### src/rtl/snake_body_tracker.sv
// -----------------------------------------------------------------------------
// snake_body_tracker
//
// Holds the snake body as a shift register of grid coordinates. On each step
// tick the snake advances one cell. The new head is checked against the walls,
// the snake's own body and the apple. The result is reported as single-cycle
// goodColl/badColl pulses for the score tracker downstream.
// A combinational occupancy query port serves the display renderer.
//
// Optional build macro:
//   SNAKE_WRAP_WALLS_EN - when defined, a head leaving one edge re-enters at
//                         the opposite edge and wall collisions never happen.
//                         When undefined, the grid edges are walls.
//
// Ports:
//   clk, rst            clock; asynchronous active-high reset
//   start               pulse: start or restart a game (from IDLE or DEAD)
//   step                pulse: advance the snake one cell (RUN only)
//   dir_i[3:0]          one-hot direction request {up,down,left,right}
//   apple_x/apple_y     apple position
//   query_x/query_y     renderer query cell
//   query_hit           1 when the query cell holds a live segment
//   head_x/head_y       current head position
//   length              live segment count
//   goodColl/badColl    one-cycle pulses: apple eaten / wall or self hit
//   game_over           high while the game is in DEAD
// -----------------------------------------------------------------------------
module snake_body_tracker #(
    parameter  int GRID_W    = 8,
    parameter  int GRID_H    = 8,
    parameter  int MAX_LEN   = 16,
    parameter  int START_LEN = 2,
    localparam int XW        = $clog2(GRID_W),
    localparam int YW        = $clog2(GRID_H),
    localparam int LW        = $clog2(MAX_LEN + 1)
) (
    input  logic          clk,
    input  logic          rst,
    input  logic          start,
    input  logic          step,
    input  logic [3:0]    dir_i,
    input  logic [XW-1:0] apple_x,
    input  logic [YW-1:0] apple_y,
    input  logic [XW-1:0] query_x,
    input  logic [YW-1:0] query_y,
    output logic          query_hit,
    output logic [XW-1:0] head_x,
    output logic [YW-1:0] head_y,
    output logic [LW-1:0] length,
    output logic          goodColl,
    output logic          badColl,
    output logic          game_over
);

`ifdef SNAKE_WRAP_WALLS_EN
    localparam bit WRAP = 1'b1;
`else
    localparam bit WRAP = 1'b0;
`endif

    localparam logic [XW-1:0] X_MAX     = XW'(GRID_W - 1);
    localparam logic [YW-1:0] Y_MAX     = YW'(GRID_H - 1);
    localparam logic [3:0]    DIR_RIGHT = 4'b0001;

    typedef enum logic [1:0] {
        IDLE = 2'd0,
        RUN  = 2'd1,
        DEAD = 2'd2
    } state_t;

    state_t        state_q, state_d;
    logic [XW-1:0] seg_x_q [MAX_LEN];
    logic [XW-1:0] seg_x_d [MAX_LEN];
    logic [YW-1:0] seg_y_q [MAX_LEN];
    logic [YW-1:0] seg_y_d [MAX_LEN];
    logic [LW-1:0] len_q, len_d;
    // cur_dir is the direction of the last executed move (used for the
    // reverse check); next_dir is the most recently accepted request.
    logic [3:0]    cur_dir_q, cur_dir_d;
    logic [3:0]    next_dir_q, next_dir_d;
    logic          good_q, good_d;
    logic          bad_q, bad_d;

    // Initial body: horizontal line ending at the grid centre, head rightmost.
    logic [XW-1:0] init_x [MAX_LEN];
    logic [YW-1:0] init_y [MAX_LEN];

    generate
        for (genvar gi = 0; gi < MAX_LEN; gi++) begin : g_init
            if (gi < START_LEN) begin : g_live
                localparam int IX = GRID_W / 2 - gi;
                assign init_x[gi] = XW'(IX);
                assign init_y[gi] = YW'(GRID_H / 2);
            end else begin : g_dead
                assign init_x[gi] = '0;
                assign init_y[gi] = '0;
            end
        end
    endgenerate

    // ---------------- direction request filtering ----------------
    logic [3:0] rev_dir;
    logic       dir_ok;
    logic [3:0] eff_dir;

    assign rev_dir = {cur_dir_q[2], cur_dir_q[3], cur_dir_q[0], cur_dir_q[1]};
    assign dir_ok  = $onehot(dir_i) && !((dir_i == rev_dir) && (len_q > LW'(1)));
    // A request arriving together with step steers that very step.
    assign eff_dir = dir_ok ? dir_i : next_dir_q;

    // ---------------- next head and collision detection ----------------
    logic [XW-1:0] nh_x;
    logic [YW-1:0] nh_y;
    logic          at_edge;
    logic          wall_hit;
    logic          eat;
    logic          self_hit;

    // Edge detection uses the old coordinate, so no unsigned wrap is ever
    // mistaken for a legal move. nh already holds the wrapped coordinate.
    always_comb begin
        nh_x    = seg_x_q[0];
        nh_y    = seg_y_q[0];
        at_edge = 1'b0;
        if (eff_dir[0]) begin
            if (seg_x_q[0] == X_MAX) begin
                at_edge = 1'b1;
                nh_x    = '0;
            end else begin
                nh_x = seg_x_q[0] + 1'b1;
            end
        end else if (eff_dir[1]) begin
            if (seg_x_q[0] == '0) begin
                at_edge = 1'b1;
                nh_x    = X_MAX;
            end else begin
                nh_x = seg_x_q[0] - 1'b1;
            end
        end else if (eff_dir[2]) begin
            if (seg_y_q[0] == Y_MAX) begin
                at_edge = 1'b1;
                nh_y    = '0;
            end else begin
                nh_y = seg_y_q[0] + 1'b1;
            end
        end else if (eff_dir[3]) begin
            if (seg_y_q[0] == '0) begin
                at_edge = 1'b1;
                nh_y    = Y_MAX;
            end else begin
                nh_y = seg_y_q[0] - 1'b1;
            end
        end
    end

    assign wall_hit = at_edge && !WRAP;
    assign eat      = (nh_x == apple_x) && (nh_y == apple_y);

    // The tail normally vacates its cell on this move, so it is excluded.
    // On an eat the tail stays, so it is included.
    always_comb begin
        self_hit = 1'b0;
        for (int i = 0; i < MAX_LEN; i++) begin
            if ((seg_x_q[i] == nh_x) && (seg_y_q[i] == nh_y) &&
                (((i + 1) < int'(len_q)) || (eat && (i < int'(len_q))))) begin
                self_hit = 1'b1;
            end
        end
    end

    // ---------------- renderer query ----------------
    always_comb begin
        query_hit = 1'b0;
        for (int i = 0; i < MAX_LEN; i++) begin
            if ((i < int'(len_q)) && (seg_x_q[i] == query_x) && (seg_y_q[i] == query_y)) begin
                query_hit = 1'b1;
            end
        end
    end

    // ---------------- next-state logic ----------------
    always_comb begin
        state_d    = state_q;
        seg_x_d    = seg_x_q;
        seg_y_d    = seg_y_q;
        len_d      = len_q;
        cur_dir_d  = cur_dir_q;
        next_dir_d = dir_ok ? dir_i : next_dir_q;
        good_d     = 1'b0;
        bad_d      = 1'b0;

        case (state_q)
            IDLE, DEAD: begin
                // A start pulse swallows any step arriving in the same cycle.
                if (start) begin
                    state_d    = RUN;
                    seg_x_d    = init_x;
                    seg_y_d    = init_y;
                    len_d      = LW'(START_LEN);
                    cur_dir_d  = DIR_RIGHT;
                    next_dir_d = DIR_RIGHT;
                end
            end
            RUN: begin
                if (step) begin
                    if (wall_hit || self_hit) begin
                        bad_d   = 1'b1;
                        state_d = DEAD;
                    end else begin
                        for (int i = 1; i < MAX_LEN; i++) begin
                            seg_x_d[i] = seg_x_q[i-1];
                            seg_y_d[i] = seg_y_q[i-1];
                        end
                        seg_x_d[0] = nh_x;
                        seg_y_d[0] = nh_y;
                        cur_dir_d  = eff_dir;
                        next_dir_d = eff_dir;
                        if (eat) begin
                            good_d = 1'b1;
                            if (len_q != LW'(MAX_LEN)) begin
                                len_d = len_q + 1'b1;
                            end
                        end
                    end
                end
            end
            default: state_d = IDLE;
        endcase
    end

    // ---------------- state registers ----------------
    always_ff @(posedge clk or posedge rst) begin
        if (rst) begin
            state_q    <= IDLE;
            seg_x_q    <= init_x;
            seg_y_q    <= init_y;
            len_q      <= LW'(START_LEN);
            cur_dir_q  <= DIR_RIGHT;
            next_dir_q <= DIR_RIGHT;
            good_q     <= 1'b0;
            bad_q      <= 1'b0;
        end else begin
            state_q    <= state_d;
            seg_x_q    <= seg_x_d;
            seg_y_q    <= seg_y_d;
            len_q      <= len_d;
            cur_dir_q  <= cur_dir_d;
            next_dir_q <= next_dir_d;
            good_q     <= good_d;
            bad_q      <= bad_d;
        end
    end

    assign head_x    = seg_x_q[0];
    assign head_y    = seg_y_q[0];
    assign length    = len_q;
    assign goodColl  = good_q;
    assign badColl   = bad_q;
    assign game_over = (state_q == DEAD);

endmodule
### config.mk
export PLATFORM = sky130hd
export DESIGN_NAME = snake_body_tracker
export DESIGN_NICKNAME = d
export VERILOG_FILES = /design/src/rtl/snake_body_tracker.sv
export SDC_FILE = /design/constraint.sdc
export NUM_CORES = 1
export LEC_CHECK = 0
export ABC_CLOCK_PERIOD_IN_PS = 5900
export CELL_PAD_IN_SITES_DETAIL_PLACEMENT = 1
export CELL_PAD_IN_SITES_GLOBAL_PLACEMENT = 1
export CORE_MARGIN = 2
export CORE_UTILIZATION = 35
export DETAILED_ROUTE_END_ITERATION = 8
export MAX_ROUTING_LAYER = met4
export PLACE_DENSITY = 0.63
export SETUP_SLACK_MARGIN = 0.15
export SYNTH_ARGS = -nofsm -noshare
export SYNTH_HDL_FRONTEND = slang
export SYNTH_SLANG_ARGS = --single-unit
### constraint.sdc
create_clock -name clk -period 5.9 [get_ports clk]
set_input_delay 0.885 -clock clk [delete_from_list [all_inputs] [get_ports clk]]
set_output_delay 0.885 -clock clk [all_outputs]
set_load 0.03 [all_outputs]
==> run metrics <==
outcome=completed; WP buf/inv=8; RSZ-0062 raised after global routing=true; share of layout cells above drive strength 1=27.8%; PnR worst setup slack=0.206 ns; FF+latch count, synth=113; most frequent CP cell=buf_4; core area=28,600 um2; Critical Path, Cell by Cell=clkdlybuf4s50_1, buf_4, xor2_1, or4_1, o21ai_4, mux4_2, or3_4, o22ai_2, nor4_1, buf_4, buf_4, a22o_1, a211o_1, or4_4, nor3_4, buf_12, buf_12, buf_16, clkbuf_16, nand3_1, o21ai_0; total CTS buffers=17; leading post-synthesis cells by cell area=dfrtp_1, xnor2_1, xor2_1; Root Buffer=clkbuf_16; WL/cell=26.0 um; ys flop type=dfrtp_1; drt first pass iters=5; slowest CP cell=mux4_2; DIE AREA=30,400 um2; via count=11,300; clk slew on worst S/H paths=0.06 ns; clock group share of total power=14.7%; # nets final=1,509; final hold vios=0; Slew headroom=36.7%; biggest cell delay along the critical path=0.58 ns; Final Slew Violations=0; Vias/cell=6.02; final hold slack=0.576 ns; Die Y-Extent=174 um; minimum clock period=5.69 ns; Site Rows=62; Slew @ Worst Pin=0.938 ns; final setup fails=0; pre-CTS WS=-0.998 ns; combinational share of power=71.0%; CTS tree=yes; Chip Width=174 um; asr flop ratio synth=100%; number of flops mapped to enable cells by yosys=0; area leader, netlist=dfrtp_1; Critical Path AT=6.03 ns; Detailed Route Iter0 Violations=950; HPWL after detailed placement=34,200 um; total chip power=7.97 mW; Crit Path Max Fanout=10; commonest non-fill, non-tap cell in the layout=buf_4; Leak=5.70 nW; initial antenna violation count=0; Overall Global Routing Usage=32.6%; vias in the first global route=11,500; largest net degree at the start of global routing=81; net switching power=3.76 mW; reg2reg path depth=22; pwr/cell area=569 nW/um2; initial cell density of the core=35.5%; HP Class=reg -> reg; grt total ovfl=0; Inserted Diodes=0; maximum vdd drop=231 uV; most frequent cells in the layout=buf_4, nand2_1, nand3_1, xnor2_1, dfrtp_1; sequential share of power=14.3%; sequential share of the synthesized area=27.9%; buffer depth of the longest clock path=2; final period utilization=96.5%; cell internal pwr=4.21 mW; Routed Wire Length=48,700 um; Switching Share=47.1%; area share of the largest cell type after synthesis=25.9%; Synth Instances=1,296; DRC=0; Worst Path Class, Setup=in -> reg; Warnings, synthesis=0; gpl congestion=0.988; synth unique cells=91; syn_nets=1,329; hold path cells=2; Final ANT Viol Nets=0; Clock Latency Late Sink=0.44 ns; CTS sink cnt=113; Avg Cell Area, Syn=7.83 um2; mapped cell area=10,200 um2; Fmax=0.176 GHz; Crit path depth=21; family with the most delay on the worst path=simple AND/OR/NAND/NOR gates; first-pass GRT wire length=72,700 um; Crit path required time=6.24 ns; Setup crit end kind=flip-flop; I/O Pins=35; I/O Buffers=34; Area Growth Syn to Fin=38.0%; H-tree levels=4; max-cap violation count=0; crit path launch type=input port; Worst Skew=0.0181 ns; R2R Setup Slk=0.52 ns
[registers in the layout (all words and copies together), names as in the netlist]
| register | flops |
|---|---|
| badColl | 1 |
| cur_dir_q | 4 |
| goodColl | 1 |
| head_x | 3 |
| head_y | 3 |
| length | 5 |
| next_dir_q | 4 |
| seg_x_q | 45 |
| seg_y_q | 45 |
| state_q | 2 |
[cell usage after synthesis (6+ instances only)]
cell / number
a31oi_1: 14
nor2b_1: 9
mux2_2: 6
mux2i_1: 21
buf_2: 17
nor3_1: 36
dfrtp_1: 105
a21o_1: 8
and3_1: 6
o21ai_0: 89
o22ai_1: 10
nand2b_1: 13
o2111ai_1: 6
buf_4: 15
ha_1: 12
buf_1: 13
dfstp_2: 8
o21ai_1: 43
clkbuf_1: 76
xor2_1: 72
o211ai_1: 9
or3_1: 6
nand3_1: 123
a21oi_1: 31
a2111oi_0: 9
inv_1: 27
nor4_1: 30
o31ai_1: 14
nand2_1: 142
a211oi_1: 13
nor2_1: 60
xnor2_1: 107
nand4_1: 29
a211o_1: 9
[layout make-up]
class / instances / area, um2
Clock buffer: 21 / 470
Timing Repair Buffer: 287 / 2740
Fill cell: 3333 / 14600
Tap cell: 384 / 480
Sequential cell: 113 / 2840
Inverter: 28 / 108
Multi-Input combinational cell: 1029 / 7190
Clock inverter: 9 / 180
[power groups by stage]
stage                     Sequential, mW  Combinational (mW)  Clock, mW
after floorplan                    0.999                2.60          0
after global placement              1.14                4.50          0
after detailed placement            1.14                4.55          0
after CTS                           1.13                5.25       1.19
after global routing                1.15                5.97       1.22
final                               1.14                5.66       1.17
[worst register-to-register path: stages (launching register included)]
cell,delay [ns]
dfstp_2,0.46
or4_1,0.99
nand2_1,0.24
mux2i_1,0.09
buf_4,0.18
buf_4,0.16
buf_4,0.14
nor3_4,0.34
a22oi_1,0.14
o2111ai_1,0.15
nor4_1,0.08
buf_4,0.15
buf_4,0.14
a22o_1,0.20
a211o_1,0.29
or4_4,0.51
nor3_4,0.23
buf_12,0.17
buf_12,0.11
buf_16,0.15
clkbuf_16,0.16
nand3_1,0.09
o21ai_0,0.14
[routing by layer]
layer | share of wire (%) | wire [um] | global-route usage, %
met2 | 46 | 22400 | 50.4
met3 | 6.0 | 2900 | 4.90
met4 | 4.6 | 2220 | 14.8
met5 | 0 | 0 | -
met1 | 43 | 21100 | 42.0
[timing repair]
action	4_1_cts	5_1_grt
cloned	7	5
setup buffers	26	10
resized for setup	94	56
pin swaps	30	21
setup endpoints to repair	109	107
hold buffers	0	0
[logic make-up after synthesis]
logic type | Yosys count | share of synthesized area (%)
flip-flops | 113 | 27.9
multiplexers | 31 | 3.43
buffers and inverters | 154 | 6.77
AO/OA/AOI/OAI | 317 | 20.4
adder cells (fa/ha/maj) | 13 | 1.68
XOR/XNOR | 179 | 15.4
AND/OR/NAND/NOR | 489 | 24.3
[per-stage QoR]
stage	instance area (um2)	utilization [%]	cells	setup TNS (ns)
final	14000	48.9	1871	0
after global placement	12200	42.5	1793	-92.41
after global routing	14000	48.9	1871	0
after CTS	13600	47.6	1856	0
after detailed placement	12200	42.5	1793	-96.72
after floorplan	10200	-	1296	0
[path summary, 6_finish.rpt]
| path | start | endpoint |
|---|---|---|
| worst max-delay path | dir_i[2] | seg_x_q[18] |
| worst min-delay path | cur_dir_q[1] | cur_dir_q[1] |
| worst max register to register | length[1] | seg_x_q[18] |
| worst min register to register | cur_dir_q[1] | cur_dir_q[1] |
| max in group asynchronous | rst | seg_x_q[5] |
| min in group asynchronous | rst | seg_y_q[21] |
(Power assumes the default switching activity.)
